## src/rtl/cmp_arbiter.sv

```systemverilog
// rtl/cmp_arbiter.sv - round-robin arbitrated front end for a shared unsigned magnitude comparator
//
// Several requesters share one comparator. Each requester offers an operand pair
// on a valid/ready handshake. A round-robin arbiter picks one requester at a time,
// and a three-state FSM (IDLE -> CMP -> RESP) runs the compare. The result comes
// back as registered less/greater/equal flags, tagged with the requester index.
//
// Ports:
//   clk            clock, rising edge
//   rst_n          synchronous active-low reset
//   req_valid      [N_REQ]        per-requester request valid
//   req_ready      [N_REQ]        per-requester accept (one-hot or zero)
//   req_inp1       [N_REQ*WIDTH]  operand 1, requester i at [i*WIDTH +: WIDTH]
//   req_inp2       [N_REQ*WIDTH]  operand 2, same packing
//   rsp_valid      result valid (RESP state)
//   rsp_ready      result consumer accept
//   rsp_id         [ID_W]         requester that owns the result
//   rsp_a_less     inp1 <  inp2
//   rsp_a_greater  inp1 >  inp2
//   rsp_equal      inp1 == inp2
//   busy           FSM not in IDLE
//   txn_count      [16]           completed transactions, wrapping
module cmp_arbiter #(
    parameter int N_REQ = 4,
    parameter int WIDTH = 16,
    parameter int ID_W  = 2
) (
    input  logic                   clk,
    input  logic                   rst_n,
    input  logic [N_REQ-1:0]       req_valid,
    output logic [N_REQ-1:0]       req_ready,
    input  logic [N_REQ*WIDTH-1:0] req_inp1,
    input  logic [N_REQ*WIDTH-1:0] req_inp2,
    output logic                   rsp_valid,
    input  logic                   rsp_ready,
    output logic [ID_W-1:0]        rsp_id,
    output logic                   rsp_a_less,
    output logic                   rsp_a_greater,
    output logic                   rsp_equal,
    output logic                   busy,
    output logic [15:0]            txn_count
);

    localparam int N_SLICE = WIDTH / 4;

    typedef enum logic [1:0] {
        S_IDLE = 2'd0,
        S_CMP  = 2'd1,
        S_RESP = 2'd2
    } state_t;

    state_t state, next_state;

    logic [ID_W-1:0]  rr_ptr;
    logic [ID_W-1:0]  id_q;
    logic [WIDTH-1:0] inp1_q, inp2_q;

    // ------------------------------------------------------------------
    // Round-robin grant: first valid bit scanning upward from rr_ptr, with wrap
    // ------------------------------------------------------------------
    logic            grant_found;
    logic [ID_W-1:0] grant_idx;
    logic [ID_W:0]   cand;
    logic [ID_W:0]   ptr_inc;
    logic [ID_W-1:0] ptr_next;

    always_comb begin
        grant_found = 1'b0;
        grant_idx   = '0;
        cand        = '0;
        for (int k = 0; k < N_REQ; k++) begin
            cand = {1'b0, rr_ptr} + (ID_W+1)'(k);
            if (cand >= (ID_W+1)'(N_REQ)) begin
                cand = cand - (ID_W+1)'(N_REQ);
            end
            if (!grant_found && req_valid[cand[ID_W-1:0]]) begin
                grant_found = 1'b1;
                grant_idx   = cand[ID_W-1:0];
            end
        end
    end

    // Pointer moves to the requester just after the one granted
    always_comb begin
        ptr_inc = {1'b0, grant_idx} + (ID_W+1)'(1);
        if (ptr_inc >= (ID_W+1)'(N_REQ)) begin
            ptr_next = '0;
        end else begin
            ptr_next = ptr_inc[ID_W-1:0];
        end
    end

    // Operand select for the granted requester
    logic [WIDTH-1:0] sel_inp1, sel_inp2;

    always_comb begin
        sel_inp1 = '0;
        sel_inp2 = '0;
        for (int i = 0; i < N_REQ; i++) begin
            if (grant_idx == ID_W'(i)) begin
                sel_inp1 = req_inp1[i*WIDTH +: WIDTH];
                sel_inp2 = req_inp2[i*WIDTH +: WIDTH];
            end
        end
    end

    logic accept;
    assign accept = (state == S_IDLE) && grant_found;

    // The granted bit is a set req_valid bit, so ready implies the handshake
    always_comb begin
        req_ready = '0;
        if (accept) begin
            req_ready[grant_idx] = 1'b1;
        end
    end

    assign rsp_valid = (state == S_RESP);
    assign busy      = (state != S_IDLE);

    // ------------------------------------------------------------------
    // Comparator: bit cells -> 4-bit slices -> cascade, MSB slice dominant
    // ------------------------------------------------------------------
    logic [WIDTH-1:0]   bit_gt, bit_lt, bit_eq;
    logic [N_SLICE-1:0] sl_gt, sl_lt, sl_eq;
    logic               cmp_gt, cmp_lt, cmp_eq;

    assign bit_gt = inp1_q & ~inp2_q;
    assign bit_lt = ~inp1_q & inp2_q;
    assign bit_eq = ~(inp1_q ^ inp2_q);

    for (genvar s = 0; s < N_SLICE; s++) begin : g_slice
        localparam int B = s * 4;
        assign sl_gt[s] = bit_gt[B+3]
                        | (bit_eq[B+3] & bit_gt[B+2])
                        | (bit_eq[B+3] & bit_eq[B+2] & bit_gt[B+1])
                        | (bit_eq[B+3] & bit_eq[B+2] & bit_eq[B+1] & bit_gt[B]);
        assign sl_lt[s] = bit_lt[B+3]
                        | (bit_eq[B+3] & bit_lt[B+2])
                        | (bit_eq[B+3] & bit_eq[B+2] & bit_lt[B+1])
                        | (bit_eq[B+3] & bit_eq[B+2] & bit_eq[B+1] & bit_lt[B]);
        assign sl_eq[s] = &bit_eq[B+3:B];
    end

    // Walk slices upward; a higher unequal slice overrides every lower one
    always_comb begin
        cmp_gt = 1'b0;
        cmp_lt = 1'b0;
        for (int s = 0; s < N_SLICE; s++) begin
            if (!sl_eq[s]) begin
                cmp_gt = sl_gt[s];
                cmp_lt = sl_lt[s];
            end
        end
    end

    assign cmp_eq = ~cmp_gt & ~cmp_lt;

    // ------------------------------------------------------------------
    // FSM
    // ------------------------------------------------------------------
    always_comb begin
        next_state = state;
        case (state)
            S_IDLE:  if (grant_found) next_state = S_CMP;
            S_CMP:   next_state = S_RESP;
            S_RESP:  if (rsp_ready) next_state = S_IDLE;
            default: next_state = S_IDLE;
        endcase
    end

    always_ff @(posedge clk) begin
        if (!rst_n) begin
            state         <= S_IDLE;
            rr_ptr        <= '0;
            inp1_q        <= '0;
            inp2_q        <= '0;
            id_q          <= '0;
            rsp_id        <= '0;
            rsp_a_less    <= 1'b0;
            rsp_a_greater <= 1'b0;
            rsp_equal     <= 1'b0;
            txn_count     <= '0;
        end else begin
            state <= next_state;
            if (accept) begin
                inp1_q <= sel_inp1;
                inp2_q <= sel_inp2;
                id_q   <= grant_idx;
                rr_ptr <= ptr_next;
            end
            if (state == S_CMP) begin
                rsp_a_less    <= cmp_lt;
                rsp_a_greater <= cmp_gt;
                rsp_equal     <= cmp_eq;
                rsp_id        <= id_q;
            end
            if (state == S_RESP && rsp_ready) begin
                txn_count <= txn_count + 16'd1;
            end
        end
    end

endmodule

```

## config.mk

```make
export PLATFORM = sky130hd
export DESIGN_NAME = cmp_arbiter
export DESIGN_NICKNAME = d
export VERILOG_FILES = /design/src/rtl/cmp_arbiter.sv
export SDC_FILE = /design/constraint.sdc
export NUM_CORES = 1
export LEC_CHECK = 0
export BUFFER_PORTS_ARGS = -buffer_cell sky130_fd_sc_hd__buf_2
export CAP_MARGIN = 20
export CORE_UTILIZATION = 50
export CTS_CLUSTER_DIAMETER = 40
export DETAILED_ROUTE_END_ITERATION = 6
export GPL_TIMING_DRIVEN = 1
export PLACE_DENSITY = 0.79
export SLEW_MARGIN = 0
export SYNTH_ARGS = -nofsm -noshare
export SYNTH_HDL_FRONTEND = slang
export SYNTH_SLANG_ARGS = --single-unit
```

## constraint.sdc

```tcl
create_clock -name clk -period 2.7 [get_ports clk]
set_input_delay 0.405 -clock clk [delete_from_list [all_inputs] [get_ports clk]]
set_output_delay 0.405 -clock clk [all_outputs]
set_load 0.02 [all_outputs]
```

==> impl_metrics.yaml <==
outcome:
  status: "completed"
sta:
  period_needed_ps: 2570
  whs_ps: 402
  skew_ps: 7.71
  finalMaxSlewViolations: 0
  tns_ps: 0
  fmax_ghz: 0.389
  worst_slack_ps: 128
  rsz0062_at_grt: "false"
  worst_pin_slew_ps: 763
  setup_viol: 0
  slew_headroom_pct: 47.8
  post-route-period-util_pct: 95.2
  hold_viol: 0
synth:
  synthFlopType: "dfxtp_1"
  netlist_area_mm2: 0.00417
  synth-async-reset-ratio_pct: 0
  synthCells: 537
  synth_edf_count: 0
  synth_cell_types: 46
  ys_top_cells_by_area: "dfxtp_1 (28%), ha_1 (11%), a21oi_1 (9.2%)"
  ys_seq_area_share_pct: 28.3
  synth_fp_nets: 709
  yosys_warnings: 0
  avgSynthCellArea_um2: 7.77
  synth_top_area_cell: "dfxtp_1"
  synth_top_area_share_pct: 28.3
  synth-seq-cells: 59
layout:
  fin_util_pct: 67.8
  antenna_cells: 0
  syn_to_final_growth_pct: 28.3
  layout_common_cells: "buf_2 (161), nand2_1 (77), a21oi_1 (77)"
  final_layout_size_suffix_gt1_share_pct: 29.1
  layout_commonest_cell: "buf_2"
  fin_nets: 858
clocking:
  cts_tree: "built"
  numCtsBuffers: 9
  cts_sinks: 59
  cts-root-buf: "clkbuf_8"
  clkTransAtPathRegs_ps: 60
  cts_buffer_depth: 2
  post_cts_buffers: 0
  htreeDepth: 3
  clock_latency_ps: 340
min_path:
  hold_path.class: "in2reg"
setup_path:
  cp-end-kind: "output pin"
  criticalPathCategory: "reg2out"
  worst-endpoint-arrival_ps: 2170
  start_kind: "register"
  cp_data_required_time_ps: 2300
  reg2reg_slack_ps: 200
  cp_max_fo: 16
global_routing:
  gr-usage-all-layers_pct: 28.2
  antenna_found_initial: 0
  grt_overflow: 0
  use_met3_pct: 4.39
  grt_max_degree: 51
  gr-usage-met1_pct: 37.0
  grt_pass1_wl_um: 19300
  use_met2_pct: 46.4
  gr-max-usage-layer: "met2"
  grt_pass1_vias: 4202
job:
  drv_cap: 0
routing:
  drt_iter0_drc: 256
  route.detailed.drc: 0
  totalWireLength_um: 11900
  postRouteAntennaNets: 0
  first_pass_iters: 4
  vias: 4477
  routedWlPerCell_um: 15.0
  routed_via_density: 5.65
floorplan:
  io_pins: 162
  rows: 32
  die_h_um: 93.3
  coreArea_mm2: 0.00789
  die-width_um: 93.3
  start_util_pct: 52.9
  design.die.area_mm2: 0.00871
placed_design:
  portBuffers: 161
  dp_slack_ps: 58.4
  place.detailed.hpwl_um: 9280
  gp_congestion: 0.928
power:
  power_density_mw_per_mm2: 679
  irDropWorstVdd_v: 0.000358
  power_leakage_uw: 0.00264
-- report_power, final --
group	leakage (uW)	total [uW]	switching [uW]	internal (uW)
clock network	0.000113	919	350	569
logic	0.00205	1600	892	711
registers	0.000485	1110	115	995
-- layer usage --
layer | share of wire, % | up-vias
met2 | 47 | 169
li1 | - | 2202
met1 | 45 | 2088
met3 | 5.2 | 18
met5 | 0 | -
met4 | 1.9 | 0
-- through the flow --
step	area, um^2	total power [uW]	instances
floorplan	4170	2200	537
global placement	5120	2640	777
detailed placement	5120	2700	777
CTS	5350	3620	793
global route	5350	3900	793
finish	5350	3630	793
-- sequential cells by signal, indices dropped and copies added, names as in the netlist --
name           cells
rsp_equal          1
id_q               2
inp1_q            16
rsp_a_less         1
rsp_id             2
txn_count         16
inp2_q            16
rr_ptr             2
rsp_a_greater      1
state              2
-- cells in the mapped netlist, types with 2 or more instances --
cell      instances
a221oi_1          3
xor2_1            7
nand3_1           5
a21oi_1          77
inv_1            39
nor2_1           22
o21ai_0           8
or3_1             3
o211ai_1         30
nand2b_1          4
o2111a_1          2
nand2_1          77
a221o_1           2
nand3b_1         30
nand4_1           9
nor4_1            2
dfxtp_1          59
xnor2_1           6
o211a_1          31
and3_1            3
nor2b_1           4
a21o_1            5
mux2i_1           5
and2_1            7
buf_1             3
clkbuf_1         34
o311ai_0          2
ha_1             37
nor3_1            3
a211oi_1          2
-- critical path, stage by stage, from the launching register on --
cell and delay [ps]:
dfxtp_2 400, mux2i_1 200, nor2_1 60, nor3_1 210
nand2b_1 140, inv_1 100, ha_2 370, and2_1 180
buf_2 160
-- final timing paths --
path,startpoint,endpoint,cells after the start
setup reg to reg,rr_ptr[1]$_SDFFE_PN0N_,inp2_q[0]$_SDFFE_PN0N_,13
setup / recovery,rr_ptr[1]$_SDFFE_PN0N_,req_ready[3],8
hold reg to reg,id_q[0]$_SDFFE_PN0N_,rsp_id[0]$_SDFFE_PN0N_,2
hold / removal,rsp_ready,state[1]$_SDFFE_PN0P_,3
-- kinds of logic (layout without fill, tap and decap cells) --
| logic type | Yosys count | after routing | share of synthesized area (%) |
|---|---|---|---|
| fa+ha+maj | 37 | 37 | 11.1 |
| mux | 5 | 5 | 1.20 |
| simple gates | 177 | 177 | 22.0 |
| compound gates | 168 | 168 | 27.6 |
| flops | 59 | 59 | 28.3 |
| buf+inv | 78 | 232 | 7.05 |
| xor+xnor | 13 | 13 | 2.73 |
-- timing repair --
action | in CTS | in global routing
gates resized for setup | 0 | 1
endpoints found under the setup margin | 0 | 9
hold endpoints to repair | 0 | 0
hold buffers | 0 | 0
-- cell type report --
class / instances / area, um^2
fill: 677 / 2540
clock inverter: 4 / 72.6
clock buffer: 12 / 155
sequential: 59 / 1180
timing repair buffer: 176 / 956
multi-input combinational: 400 / 2710
inverter: 40 / 150
tap: 102 / 128
(Power assumes the default switching activity.)
